===== config.mk =====
export PLATFORM = sky130hd
export DESIGN_NAME = rte_rx_deframer
export DESIGN_NICKNAME = d
export VERILOG_FILES = /design/src/rtl/rte_rx_deframer_pkg.sv /design/src/rtl/rte_rx_deframer_fifo.sv /design/src/rtl/rte_rx_deframer.sv
export SDC_FILE = /design/constraint.sdc
export NUM_CORES = 1
export LEC_CHECK = 0
export ABC_AREA = 1
export BUFFER_PORTS_ARGS = -buffer_cell sky130_fd_sc_hd__buf_4
export CELL_PAD_IN_SITES_DETAIL_PLACEMENT = 0
export CELL_PAD_IN_SITES_GLOBAL_PLACEMENT = 1
export CORE_UTILIZATION = 40
export CTS_BUF_LIST = sky130_fd_sc_hd__clkbuf_8
export CTS_CLUSTER_SIZE = 28
export DETAILED_ROUTE_END_ITERATION = 12
export PLACE_DENSITY_LB_ADDON = 0.05
export REMOVE_ABC_BUFFERS = 1
export SYNTH_ARGS = -nofsm -noshare
export SYNTH_HDL_FRONTEND = slang
export SYNTH_SLANG_ARGS = --single-unit
export TNS_END_PERCENT = 5

===== constraint.sdc =====
create_clock -name CLK -period 9.4 [get_ports CLK]
set_input_delay 0.47 -clock CLK [delete_from_list [all_inputs] [get_ports CLK]]
set_output_delay 0.47 -clock CLK [all_outputs]
set_load 0.01 [all_outputs]

===== src/rtl/rte_rx_deframer_pkg.sv =====
// ---------------------------------------------------------------------------
// rte_rx_deframer_pkg
//   Shared definitions for the RTE receive deframer and the MAC transmit side:
//   deframer state encoding, header field positions and the header -> frame
//   length decode.
// ---------------------------------------------------------------------------
package rte_rx_deframer_pkg;

    localparam int unsigned WORD_W   = 33;
    localparam int unsigned SOF_BIT  = 32;
    localparam int unsigned TYPE_MSB = 18;
    localparam int unsigned TYPE_LSB = 16;
    localparam int unsigned SIZE_MSB = 23;
    localparam int unsigned SIZE_LSB = 22;

    localparam logic [1:0] ST_IDLE = 2'd0;
    localparam logic [1:0] ST_RECV = 2'd1;
    localparam logic [1:0] ST_DROP = 2'd2;

    typedef enum logic [1:0] {
        S_IDLE = ST_IDLE,
        S_RECV = ST_RECV,
        S_DROP = ST_DROP
    } state_e;

    // Total frame length in words (header included), 1..6.
    function automatic logic [2:0] frame_len(input logic [WORD_W-1:0] hdr);
        logic [2:0] typ;
        logic [1:0] sz;
        logic [2:0] len;
        typ = hdr[TYPE_MSB:TYPE_LSB];
        sz  = hdr[SIZE_MSB:SIZE_LSB];
        case (typ)
            3'd0:    len = (sz == 2'd3) ? 3'd6 : (sz == 2'd2) ? 3'd5 : 3'd4;
            3'd1:    len = 3'd4;
            3'd2:    len = (sz == 2'd3) ? 3'd4 : (sz == 2'd2) ? 3'd3 : 3'd2;
            3'd3:    len = 3'd2;
            3'd4:    len = 3'd5;
            3'd5:    len = 3'd2;
            3'd6:    len = (sz == 2'd3) ? 3'd3 : 3'd2;
            default: len = 3'd1;
        endcase
        return len;
    endfunction

endpackage


===== src/rtl/rte_rx_deframer_fifo.sv =====
// ---------------------------------------------------------------------------
// rte_commit_fifo
//   Single-clock store-and-forward buffer. Words are written speculatively at
//   the write pointer and only become visible to the reader once committed;
//   a rollback returns the write pointer to the committed pointer.
//
//   Ports:
//     clk_i, rst_ni   clock, asynchronous active-low reset
//     flush_i         synchronous clear of all pointers
//     wr_en_i         write wr_data_i (after any same-cycle rollback)
//     commit_i        publish everything written so far, incl. this write
//     rollback_i      discard uncommitted words before this cycle's write
//     rd_en_i         pop the word at the read pointer
//     rd_data_o       word at the read pointer
//     rd_avail_o      at least one committed, unread word
//     full_o          buffer holds DEPTH words and no read this cycle
//     full_cmt_o      as full_o, measured from the committed pointer
// ---------------------------------------------------------------------------
module rte_commit_fifo
    import rte_rx_deframer_pkg::*;
#(
    parameter int unsigned DEPTH = 32,
    parameter int unsigned W     = WORD_W + 1
) (
    input  logic         clk_i,
    input  logic         rst_ni,
    input  logic         flush_i,
    input  logic         wr_en_i,
    input  logic [W-1:0] wr_data_i,
    input  logic         commit_i,
    input  logic         rollback_i,
    input  logic         rd_en_i,
    output logic [W-1:0] rd_data_o,
    output logic         rd_avail_o,
    output logic         full_o,
    output logic         full_cmt_o
);

    localparam int unsigned AW = $clog2(DEPTH);

    logic [AW:0]  wr_q, wr_d, cmt_q, cmt_d, rd_q, rd_d, wr_base;
    logic [W-1:0] mem_q [DEPTH];

    function automatic logic ptr_full(input logic [AW:0] a, input logic [AW:0] b);
        return (a[AW] != b[AW]) && (a[AW-1:0] == b[AW-1:0]);
    endfunction

    // A rollback and a write in the same cycle restart at the committed pointer.
    assign wr_base = rollback_i ? cmt_q : wr_q;

    always_comb begin
        wr_d  = wr_en_i ? wr_base + 1'b1 : wr_base;
        cmt_d = commit_i ? wr_d : cmt_q;
        rd_d  = rd_en_i ? rd_q + 1'b1 : rd_q;
    end

    always_ff @(posedge clk_i or negedge rst_ni) begin
        if (!rst_ni) begin
            wr_q  <= '0;
            cmt_q <= '0;
            rd_q  <= '0;
        end else if (flush_i) begin
            wr_q  <= '0;
            cmt_q <= '0;
            rd_q  <= '0;
        end else begin
            wr_q  <= wr_d;
            cmt_q <= cmt_d;
            rd_q  <= rd_d;
        end
    end

    always_ff @(posedge clk_i) begin
        if (wr_en_i && !flush_i) begin
            mem_q[wr_base[AW-1:0]] <= wr_data_i;
        end
    end

    assign rd_data_o  = mem_q[rd_q[AW-1:0]];
    assign rd_avail_o = (cmt_q != rd_q);
    // A read this cycle frees a slot, so a same-cycle write is still allowed.
    assign full_o     = ptr_full(wr_q, rd_q) && !rd_en_i;
    assign full_cmt_o = ptr_full(cmt_q, rd_q) && !rd_en_i;

endmodule


===== src/rtl/rte_rx_deframer.sv =====
// ---------------------------------------------------------------------------
// rte_rx_deframer
//   Reassembles header-delimited frames from the MAC receive word stream,
//   buffers each frame until complete and forwards it on a registered
//   strobe/accept interface. Partial frames are discarded on a new header,
//   on buffer overflow and (with statistics built) on an idle timeout.
//
//   Build option: define RTE_DEFRAMER_STATS_EN to build the idle timeout and
//   the DROPCNT/ORPHCNT counters; otherwise both counters read 0 and a frame
//   in progress waits indefinitely.
//
//   Ports:
//     CLK      clock (rising edge)
//     RST      asynchronous active-low reset
//     ENA      enable; low flushes buffer and state, counters hold
//     RXSTB    input word strobe
//     RXD      input word, bit 32 = start of frame
//     OSTB     output word valid
//     OACK     consumer accept
//     ODAT     output word
//     OLAST    last word of a frame
//     BUSY     frame assembly in progress
//     DROPCNT  aborted frames (saturating)
//     ORPHCNT  words received outside any frame (saturating)
// ---------------------------------------------------------------------------
module rte_rx_deframer
    import rte_rx_deframer_pkg::*;
#(
    parameter int unsigned DEPTH   = 32,
    parameter int unsigned TIMEOUT = 255
) (
    input  logic              CLK,
    input  logic              RST,
    input  logic              ENA,
    input  logic              RXSTB,
    input  logic [WORD_W-1:0] RXD,
    output logic              OSTB,
    input  logic              OACK,
    output logic [WORD_W-1:0] ODAT,
    output logic              OLAST,
    output logic              BUSY,
    output logic [15:0]       DROPCNT,
    output logic [15:0]       ORPHCNT
);

    state_e            state_q, state_d;
    logic [2:0]        cnt_q, cnt_d;
    logic [2:0]        hdr_len;
    logic              sof;
    logic              wr_en, commit, rollback, start_ok;
    logic              drop_inc, orph_inc, tmo_exp;
    logic              rd_en, rd_avail, full_wr, full_cmt;
    logic [WORD_W:0]   rd_data;
    logic              ostb_q, ostb_d, olast_q, olast_d;
    logic [WORD_W-1:0] odat_q, odat_d;

    assign sof     = RXD[SOF_BIT];
    assign hdr_len = frame_len(RXD);

    always_comb begin
        state_d  = state_q;
        cnt_d    = cnt_q;
        wr_en    = 1'b0;
        commit   = 1'b0;
        rollback = 1'b0;
        start_ok = 1'b0;
        drop_inc = 1'b0;
        orph_inc = 1'b0;

        case (state_q)
            S_RECV: begin
                if (RXSTB) begin
                    if (sof) begin
                        rollback = 1'b1;
                        drop_inc = 1'b1;
                        start_ok = !full_cmt;
                        if (full_cmt) begin
                            state_d = S_DROP;
                        end
                    end else if (full_wr) begin
                        rollback = 1'b1;
                        drop_inc = 1'b1;
                        state_d  = S_DROP;
                    end else begin
                        wr_en = 1'b1;
                        if (cnt_q == 3'd1) begin
                            commit  = 1'b1;
                            state_d = S_IDLE;
                        end else begin
                            cnt_d = cnt_q - 3'd1;
                        end
                    end
                end else if (tmo_exp) begin
                    rollback = 1'b1;
                    drop_inc = 1'b1;
                    state_d  = S_IDLE;
                end
            end
            default: begin
                // IDLE and DROP both accept a header; wr == cmt here so no
                // rollback is needed before writing it.
                if (RXSTB) begin
                    if (sof) begin
                        if (full_wr) begin
                            drop_inc = 1'b1;
                            state_d  = S_DROP;
                        end else begin
                            start_ok = 1'b1;
                        end
                    end else if (state_q == S_IDLE) begin
                        orph_inc = 1'b1;
                    end
                end
            end
        endcase

        if (start_ok) begin
            wr_en = 1'b1;
            if (hdr_len == 3'd1) begin
                commit  = 1'b1;
                state_d = S_IDLE;
            end else begin
                cnt_d   = hdr_len - 3'd1;
                state_d = S_RECV;
            end
        end

        if (!ENA) begin
            state_d  = S_IDLE;
            cnt_d    = '0;
            wr_en    = 1'b0;
            commit   = 1'b0;
            rollback = 1'b0;
            drop_inc = 1'b0;
            orph_inc = 1'b0;
        end
    end

    always_ff @(posedge CLK or negedge RST) begin
        if (!RST) begin
            state_q <= S_IDLE;
            cnt_q   <= '0;
        end else begin
            state_q <= state_d;
            cnt_q   <= cnt_d;
        end
    end

    rte_commit_fifo #(
        .DEPTH (DEPTH),
        .W     (WORD_W + 1)
    ) u_fifo (
        .clk_i      (CLK),
        .rst_ni     (RST),
        .flush_i    (!ENA),
        .wr_en_i    (wr_en),
        .wr_data_i  ({commit, RXD}),
        .commit_i   (commit),
        .rollback_i (rollback),
        .rd_en_i    (rd_en),
        .rd_data_o  (rd_data),
        .rd_avail_o (rd_avail),
        .full_o     (full_wr),
        .full_cmt_o (full_cmt)
    );

    // Output register reloads when empty or when the current word is taken.
    assign rd_en = ENA && rd_avail && (!ostb_q || OACK);

    always_comb begin
        ostb_d  = ostb_q;
        odat_d  = odat_q;
        olast_d = olast_q;
        if (rd_en) begin
            ostb_d  = 1'b1;
            odat_d  = rd_data[WORD_W-1:0];
            olast_d = rd_data[WORD_W];
        end else if (OACK) begin
            ostb_d = 1'b0;
        end
        if (!ENA) begin
            ostb_d  = 1'b0;
            odat_d  = '0;
            olast_d = 1'b0;
        end
    end

    always_ff @(posedge CLK or negedge RST) begin
        if (!RST) begin
            ostb_q  <= 1'b0;
            odat_q  <= '0;
            olast_q <= 1'b0;
        end else begin
            ostb_q  <= ostb_d;
            odat_q  <= odat_d;
            olast_q <= olast_d;
        end
    end

    assign OSTB  = ostb_q;
    assign ODAT  = odat_q;
    assign OLAST = olast_q;
    assign BUSY  = (state_q == S_RECV);

`ifdef RTE_DEFRAMER_STATS_EN
    localparam logic [7:0] TMO_LAST = 8'(TIMEOUT - 1);

    logic [7:0]  tmo_q, tmo_d;
    logic [15:0] drop_q, orph_q;

    // Counts consecutive strobe-less cycles spent in RECV; any other cycle
    // restarts it, so a frame entered from any state starts at zero.
    always_comb begin
        tmo_d = '0;
        if (ENA && state_q == S_RECV && !RXSTB) begin
            tmo_d = tmo_q + 8'd1;
        end
    end

    assign tmo_exp = (state_q == S_RECV) && !RXSTB && (tmo_q == TMO_LAST);

    always_ff @(posedge CLK or negedge RST) begin
        if (!RST) begin
            tmo_q  <= '0;
            drop_q <= '0;
            orph_q <= '0;
        end else begin
            tmo_q <= tmo_d;
            if (drop_inc && drop_q != '1) begin
                drop_q <= drop_q + 16'd1;
            end
            if (orph_inc && orph_q != '1) begin
                orph_q <= orph_q + 16'd1;
            end
        end
    end

    assign DROPCNT = drop_q;
    assign ORPHCNT = orph_q;
`else
    logic unused_stats;

    assign tmo_exp      = 1'b0;
    assign DROPCNT      = '0;
    assign ORPHCNT      = '0;
    assign unused_stats = drop_inc | orph_inc | (TIMEOUT == 0);
`endif

endmodule


* Word-level counts from Yosys, hierarchy flattened *
Memories as Yosys holds them, arrays and structs flattened.
Cells that the tools add are included.

storage, ports and cells
  bits in registers = 58
  latch bits = 0
  RAM bits = 1088
  ROM bits = 0
  output and inout port bits = 68
  logic and storage cells = 117
  memories kept = 1

cells by class
  add/sub/neg operators = 4
  multipliers = 0
  divide/modulo/power cells = 0
  order comparisons = 0
  equality and inequality tests = 24
  shift-type cells = 0
  mux-type cells = 66
  bitwise gates (word level) = 0
  reductions and logical operators = 14

memory list
  name          words  width  rd ports  clocked after Yosys merged registers in  wr ports  RTL line                    text
  u_fifo.mem_q  32     34     1         0                                        1         rte_rx_deframer_fifo.sv:42  logic [W-1:0] mem_q [DEPTH];

operators with widths
  operator             count
  $mux 33              2
  $mux 6               7
  $mux 1               35
  $mux 3               9
  $mux 2               12
  $pmux 3 s6           1
  $add 6x1->6 const B  2
  $eq 5x5->1           2
  $eq 3x1->1 const B   3
  $eq 3x3->1 const B   3
  $ne 4x1->1 const B   2
  $logic_and 1x1->1    7
  $eq 3x2->1 const B   2
  $ne 3x1->1 const B   2
  $ne 6x6->1           1
  $sub 3x1->3 const B  2
  $ne 5x1->1 const B   1
  $ne 5x3->1 const B   1
  $reduce_and 5->1     1
  $eq 2x2->1 const B   2
  $ne 2x1->1 const B   2
  $logic_not 1->1      3
  $logic_not 3->1      1
  $eq 2x1->1 const B   1
  other kinds (3)      4

* Depth between registers and ports, before layout *
Gate-level depths: netlist of run 1.

  depth after elaboration = 15
  depth in mapped cells = 20

* Modules after synthesis *
A second synthesis of run 1 with hierarchy kept.

unflattened totals
  cells, all modules = 4408
  area, all modules = 48079.9 um^2

by module, submodules not included
  module           instances  cells an instance  area each (um^2)  sequential area each (um^2)
  rte_commit_fifo  1          4128               45875.2           33121.8
  rte_rx_deframer  1          280                2204.6            1001.0

* Worst setup path before layout of run 1 *
Ideal clock, no wire load.

  kind = register to register
  start = register u_fifo.rd_q[1]
  end = memory u_fifo.mem_q[23][0] (netlist bit) (enable)
  setup time = 468 ps
  data arrival time = 4296 ps
  data required time = 8932 ps
  path slack = 4637 ps
  stages on the path, launching flop included = 17
  path buffers = 1
  clock period less this slack = 4763 ps
  path through = dfrtp_1 buf_4 xor2_1 nor2_1 nand2_1 nor2_1 nand2_4 nand2_4 nand2_4 nand2_2 o21ai_4 inv_1 ha_1 inv_1 nor2_2 nand2_1 nor3_1

on the way
  word-level cells in the longest chain between the ends = 14
  elaborated cells on any way between the ends = 31

ends and longest elaborated chain
  element                                    RTL line                                                              text
  start, declared                            rte_rx_deframer_fifo.sv:41                                            logic [AW:0] wr_q, wr_d, cmt_q, cmt_d, rd_q, rd_d, wr_base;
  start signal, assigned                     rte_rx_deframer_fifo.sv:69                                            rd_q <= rd_d;
  $ne 6x6->1                                 rte_rx_deframer_fifo.sv:80                                            assign rd_avail_o = (cmt_q != rd_q);
  $logic_and 1x1->1 (2 in series)            rte_rx_deframer.sv:168                                                assign rd_en = ENA && rd_avail && (!ostb_q || OACK);
  $logic_not 1->1                            rte_rx_deframer_fifo.sv:82, rte_rx_deframer_fifo.sv:83
  $logic_and 1x1->1 (on tied branches)       rte_rx_deframer_fifo.sv:82, rte_rx_deframer_fifo.sv:83
  $mux 1 or $logic_not 1->1 (tied branches)  rte_rx_deframer.sv:80, rte_rx_deframer.sv:104, rte_rx_deframer.sv:76
  $mux 1 (on tied branches)                  rte_rx_deframer.sv:73, rte_rx_deframer.sv:103
  $mux 1 (on tied branches)                  rte_rx_deframer.sv:72, rte_rx_deframer.sv:102
  $mux 1                                     rte_rx_deframer.sv:70                                                 case (state_q)
  $mux 1                                     rte_rx_deframer.sv:117                                                if (start_ok) begin
  $mux 1                                     rte_rx_deframer.sv:128                                                if (!ENA) begin
  $logic_and 1x1->1                          rte_rx_deframer_fifo.sv:74                                            if (wr_en_i && !flush_i) begin
  $mux 1                                     rte_rx_deframer_fifo.sv:74
  $mux 1 (not written as such)               rte_rx_deframer_fifo.sv:75                                            mem_q[wr_base[AW-1:0]] <= wr_data_i;
  end, declared                              rte_rx_deframer_fifo.sv:42

Several ways; a longest one is shown, not always the timed one.

* Worst setup path in the final report of run 1 *
  start = register u_fifo.rd_q[3]
  end = memory u_fifo.mem_q[2][10] (netlist bit) (enable)

Same word-level chain as after synthesis.

==> out/qor.yml, run 1 <==
status:
  status: "finished clean"
clock_network:
  clock_path_buffers: 3
  cts-root-buf: "clkbuf_8"
  clkLatencyLatePin_ps: 890
  post_cts_buffers: 0
  cts_tree: "built"
  cts_htree_levels: 4
  clkSinkCount: 1146
  cts_buffers: 195
  clkSlewWorstSetupHoldPaths_ps: 60
global_routing:
  grt_remaining_overflow: 0
  globalRouteMet1Util: 0.398
  use_met2: 0.401
  grt_pass1_vias: 28700
  grt_max_degree: 169
  grt_use_met3: 0.0465
  grt_pass1_wl_mm: 220
  antenna_found_initial: 14
  top_usage_layer: "met2"
  track_usage: 0.268
critical_path:
  crit_path_end_kind: "flip-flop"
  cp-startpoint: "u_fifo.rd_q[3]"
  start_kind: "flip-flop"
  path_class: "reg -> reg"
  cp_max_fo: 64
  crit-reg2reg-launch: "u_fifo.rd_q[3]"
  crit_required_ps: 9850
  worst_ep_arrival_time_ps: 6160
finish:
  area_growth_pct: 12.4
  nFillCells: 10300
  multi_input_area_sq_mm: 0.0103
  drive_gt1_frac: 0.110
  fin_nets: 3638
  stdcell_count: 5256
  seqCellArea_sq_mm: 0.0341
synth:
  ys_top_cells_by_area: "edfxtp_1 72%, o21ai_0 7.3%, nor2_1 5.8%"
  synth.top_cells.by_count: "1088 x edfxtp_1, 700 x nor2_1, 663 x o21ai_0"
  yosysWarnings: 0
  ys_async_sr_fraction: 0.0506
  synthDistinctLibCells: 40
  synthCells: 3520
  synth_top_area_share: 0.718
  avgSynthCellArea_sq_um: 12.9
  ys_seq_area_frac: 0.750
  syn_area_sq_mm: 0.0455
  synth_seq_cells: 1146
  synth_top_area_cell: "edfxtp_1"
  yosysMostFrequentCell: "edfxtp_1"
  synth_ff_type: "edfxtp_1"
  synth_edf_count: 1088
sta:
  hold_viol: 0
  setup_viol: 0
  fin_crit_sh: 0.608
  tns_ps: 0
  fin_ws_ps: 3690
  relSlewSlack: 0.0749
  grt_setup_unrepaired: "no"
  worst_pin_slew_ps: 1380
  clock.fmax_mhz: 175
  final_max_slew_viol_count: 0
  skew_ps: 53.1
  period_needed_ps: 5710
min_path:
  min-delay-start: "RXD[12]"
  hold_path.class: "in -> reg"
placed_design:
  hpwlAfterDp_mm: 87.4
  buffer_ports.inserted: 73
  dp.cells: 4885
  pre_cts_ws_ps: 3750
  gp_congestion: 0.877
pwr:
  irDropWorstVdd_uv: 149
  leakage_nw: 17.1
  p_per_area_mw_per_mm2: 266
  fin_total_pwr_mw: 13.6
route:
  drtIter0Drc: 3157
  wl_mm: 156
  detail-route-antenna-nets: 0
  route.detailed.drc: 0
  wl_per_cell_microns: 29.7
  num_vias: 30500
  via_per_inst: 5.81
  drt-pass1-iter-count: 5
floorplanning:
  coreArea_sq_mm: 0.113
  dieWidth_microns: 339
  start_util: 0.404
  ios: 106
  die_h_microns: 339
  dieArea_sq_mm: 0.115
  core.rowCount: 123
run:
  max-cap-violations: 0
-- layout by cell type, fill, tap and decap left out, types with 3 or more instances in the layout --
cell           synthesis  final
clkinv_1               1     60
a21boi_0               3      3
nor2_4                 1     29
nor2_1               700    672
nor3_1                 7      4
clkbuf_8               0    209
nand2_4                4      4
nand3_1               66     66
nand2_2                3      3
edfxtp_1            1088   1088
buf_4                 37    111
o21ai_1                3      3
nand4_1                7      7
a21oi_1               20     19
o211ai_1              22     22
nor3_2                 2      5
dfrtp_1               58     53
a32oi_1               13     13
inv_8                  0      4
inv_1                 42    107
o221ai_1              43     43
inv_6                  0      6
nand2_1              171    171
nor2_2                 4      4
o21ai_0              663    663
conb_1                 1     32
o22ai_1              284    284
dfrtp_4                0      4
clkinv_2               0     12
ha_1                   9      9
inv_2                  9      7
dlygate4sd3_1          0      8
-- stage by stage --
step / hold slack [ps] / instance area, sq um / utilization
after floorplan: 174 / 44400 / -
after global placement: 499 / 47400 / 0.421
after detailed placement: 511 / 47400 / 0.421
after CTS: 9.01 / 51100 / 0.453
after global routing: 28.7 / 51100 / 0.454
final: 78.6 / 51100 / 0.454
-- metal layers --
metal | vias up | wire length [microns]
met1 | 15900 | 71600
met2 | 1204 | 70000
met3 | 212 | 10600
met4 | 2 | 4150
li1 | 13200 | -
met5 | - | 17
-- cell type report --
cell class / count / area share
multi-input combinational: 2074 / 0.201
clock buffer: 209 / 0.0563
sequential: 1146 / 0.668
tap: 1500 / 0.0367
inverter: 52 / 0.00424
antenna: 2 / 0.0000979
timing repair buffer: 122 / 0.0192
clock inverter: 151 / 0.0141
-- registers in the layout, summed over array words and instances, names as in the netlist --
register,flops
u_fifo.rd_q,6
u_fifo.mem_q,1088
OSTB,1
OLAST,1
cnt_q,3
u_fifo.cmt_q,6
u_fifo.wr_q,6
state_q,2
ODAT,33
-- power breakdown --
part | total [mW] | internal (mW) | switching [mW]
registers | 5.88 | 5.68 | 0.200
logic | 3.56 | 0.919 | 2.64
clock network | 4.18 | 2.11 | 2.07
-- cells by family after synthesis --
group | after synthesis | synth area share
simple gates | 971 | 0.0845
flops | 1146 | 0.750
compound gates | 1058 | 0.131
buf+inv | 331 | 0.0311
xor+xnor | 4 | 0.000770
fa+ha+maj | 9 | 0.00248
other cells | 1 | 0.0000824
-- critical path: stages, from the launching register on --
cell and delay, ps:
dfrtp_4 1030, clkinv_2 680, nand2_1 240, nand2_1 110, nor2_2 150, nand3_2 120, nand2_4 340, nand2_4 110
nand2_4 140, nand2_4 120, o21ai_4 250, ha_1 190, nand2_1 490, nor2_4 1240
-- worst paths after layout --
| check | end | slack [ps] | cells past startpoint |
|---|---|---|---|
| setup / recovery | u_fifo.mem_q[2][10] | 3690 | 13 |
| hold / removal | u_fifo.mem_q[26][12] | 80 | 1 |
| setup reg to reg | u_fifo.mem_q[2][10] | 3690 | 13 |
| hold reg to reg | state_q[1] | 520 | 2 |
| max in group asynchronous | u_fifo.rd_q[0] | 8290 | 2 |
| min in group asynchronous | OSTB | 300 | 2 |
-- what timing repair did --
| action | CTS | global route |
|---|---|---|
| endpoints found under the setup margin | 0 | 0 |
| hold endpoints to repair | 90 | 0 |
| gates resized for setup | 0 | 0 |
| hold buffers | 8 | 0 |
Note: power is estimated with default switching activity, not from simulation.
==> inputs of run 2 (changes only) <==
Clock period 9.4 ns to 4.65 ns, I/O delays scaled along.
==> run 2 against run 1 <==
Compared with the run above:
- critical path depth increased by 3
- core utilization increased by 0.64 points
- routed wire length decreased by 9.7%
- global-route usage decreased by 2.5 points
- non-clock buffer count increased by 73
- die area unchanged
- critical endpoint is now u_fifo.mem_q[9][13]
==> out/qor.yml, run 2 (synthesis gave the netlist of run 1 again) <==
sta:
  skew_ps: 34.3
  setup_viol: 0
  hold_viol: 0
  relSlewSlack: 0.267
  worst_pin_slew_ps: 1100
  tns_ps: 0
  final_max_slew_viol_count: 0
  period_needed_ps: 3730
  grt_setup_unrepaired: "no"
  clock.fmax_mhz: 268
  fin_crit_sh: 0.803
floorplanning:
  start_util: 0.404
  core.rowCount: 123
  dieWidth_microns: 339
  ios: 106
  coreArea_sq_mm: 0.113
  dieArea_sq_mm: 0.115
  die_h_microns: 339
global_routing:
  grt_pass1_vias: 29500
  grt_remaining_overflow: 0
  track_usage: 0.243
  grt_pass1_wl_mm: 204
  grt_max_degree: 200
  antenna_found_initial: 12
finish:
  layout_common_cells: "1088 x edfxtp_1, 672 x nor2_1, 663 x o21ai_0, 284 x o22ai_1, 210 x clkbuf_8"
  nFillCells: 10300
  area_growth_pct: 13.9
  final_common_cell: "edfxtp_1"
  largest_reg_flops: 1088
  drive_gt1_frac: 0.119
  stdcell_area_sq_mm: 0.0518
  fin_nets: 3706
route:
  wl_mm: 141
  wl_per_cell_microns: 26.5
  route.detailed.drc: 0
  num_vias: 29800
  drt-pass1-iter-count: 6
  via_per_inst: 5.61
  drtIter0Drc: 2866
  detail-route-antenna-nets: 0
clock_network:
  cts.repair.resized: 0
  cts_htree_levels: 4
  cts-root-buf: "clkbuf_8"
  clkSlewWorstSetupHoldPaths_ps: 60
  cts_tree: "built"
  clkSinkCount: 1146
  cts_buffers: 190
  clock_path_buffers: 3
  post_cts_buffers: 0
  clkLatencyLatePin_ps: 870
critical_path:
  worst_ep_arrival_time_ps: 4210
  crit_chain: "inv_8 > nand2_1 > nand2_1 > nor2_2 > nand3_2 > nand2_4 > nand2_4 > nand2_4 > nand2_4 > nand2_2 > o21ai_4 > inv_1 > ha_1 > nand2_1 > nor2_4 > buf_4"
  ff2ff_path_depth: 16
  critPathBufInv: 3
  path_class: "reg -> reg"
  start_kind: "flip-flop"
  cp_max_fo: 45
  worst_path_max_delay_cell: "buf_4"
  cp.depth: 16
  slowest_delay_ps: 570
  crit_family: "simple AND/OR/NAND/NOR gates"
  crit_path_end_kind: "flip-flop"
  crit_top_cell: "nand2_4"
  crit_required_ps: 5120
status:
  status: "finished clean"
pwr:
  seq_power_share: 0.437
  pwr-share-comb: 0.252
  switching_share: 0.336
  irDropWorstVdd_uv: 446
  cell_internal_pwr_mw: 17.7
  p_clk_frac: 0.312
  p_per_area_mw_per_mm2: 513
  p_switching_mw: 8.93
  leakage_nw: 17.5
placed_design:
  placed_area_sq_mm: 0.0479
  hpwlAfterDp_mm: 74.9
  buffer_ports.inserted: 73
  gp_congestion: 0.803
min_path:
  hold_depth: 2
  hold_path.class: "in -> reg"
run:
  max-cap-violations: 0
run 2: cell count changes in the layout (fill, tap and decap cells not counted), moves of 4 or more:
cell and delta:
dlygate4sd3_1 +31, buf_4 +28, clkinv_1 -27, buf_12 +15, inv_1 +14, clkinv_2 +4
run 2: final timing paths:
| check | from | end | slack, ps |
|---|---|---|---|
| max | u_fifo.rd_q[1] | u_fifo.mem_q[9][13] | 920 |
| max in group asynchronous | RST | u_fifo.rd_q[3] | 3490 |
| min reg2reg | state_q[0] | state_q[0] | 500 |
| min | RXD[20] | u_fifo.mem_q[27][20] | 350 |
| min in group asynchronous | RST | cnt_q[2] | 430 |
| max reg2reg | u_fifo.rd_q[1] | u_fifo.mem_q[9][13] | 920 |
run 2: repair_timing:
item,4_1_cts,5_1_grt
hold endpoints to repair,1126,0
hold buffers,40,0
setup endpoints to repair,0,0
run 2: power by group through the flow:
stage / clock, mW / combinational [mW] / sequential, mW
floorplan: 0 / 3.23 / 12.2
global placement: 0 / 6.66 / 11.8
detailed placement: 0 / 6.69 / 11.8
CTS: 8.49 / 6.74 / 11.6
global route: 8.93 / 7.35 / 11.6
finish: 8.29 / 6.69 / 11.6
run 2: metrics by stage:
step	power [mW]	hold WS (ps)	setup WS (ps)	util	std cells
after global routing	27.9	314	668	0.460	5315
after global placement	18.5	238	939	0.425	4927
after detailed placement	18.5	245	931	0.425	4927
after floorplan	15.4	-63.1	-17880	-	3272
final	26.6	348	917	0.460	5315
after CTS	26.9	260	884	0.460	5314
run 2: layout make-up:
class                   instances  area (sq um)  area share
flip-flops and latches       1146         34100       0.659
multi-input cells            2074         10300       0.199
clock buffers                 210          2890      0.0558
well taps                    1500          1880      0.0362
repair buffers                195          1770      0.0342
clock inverters               137           637      0.0123
inverters                      52           216     0.00418
diodes                          1          2.50   0.0000483
run 2: routing by layer:
metal	part of all wire	wire length (microns)	GRT usage	up-vias
li1	-	-	-	13300
met2	0.46	64500	0.375	1054
met1	0.46	64400	0.354	15200
met4	0.021	3020	0.0687	4
met3	0.065	9140	0.0424	201
met5	0.00018	26	0	-
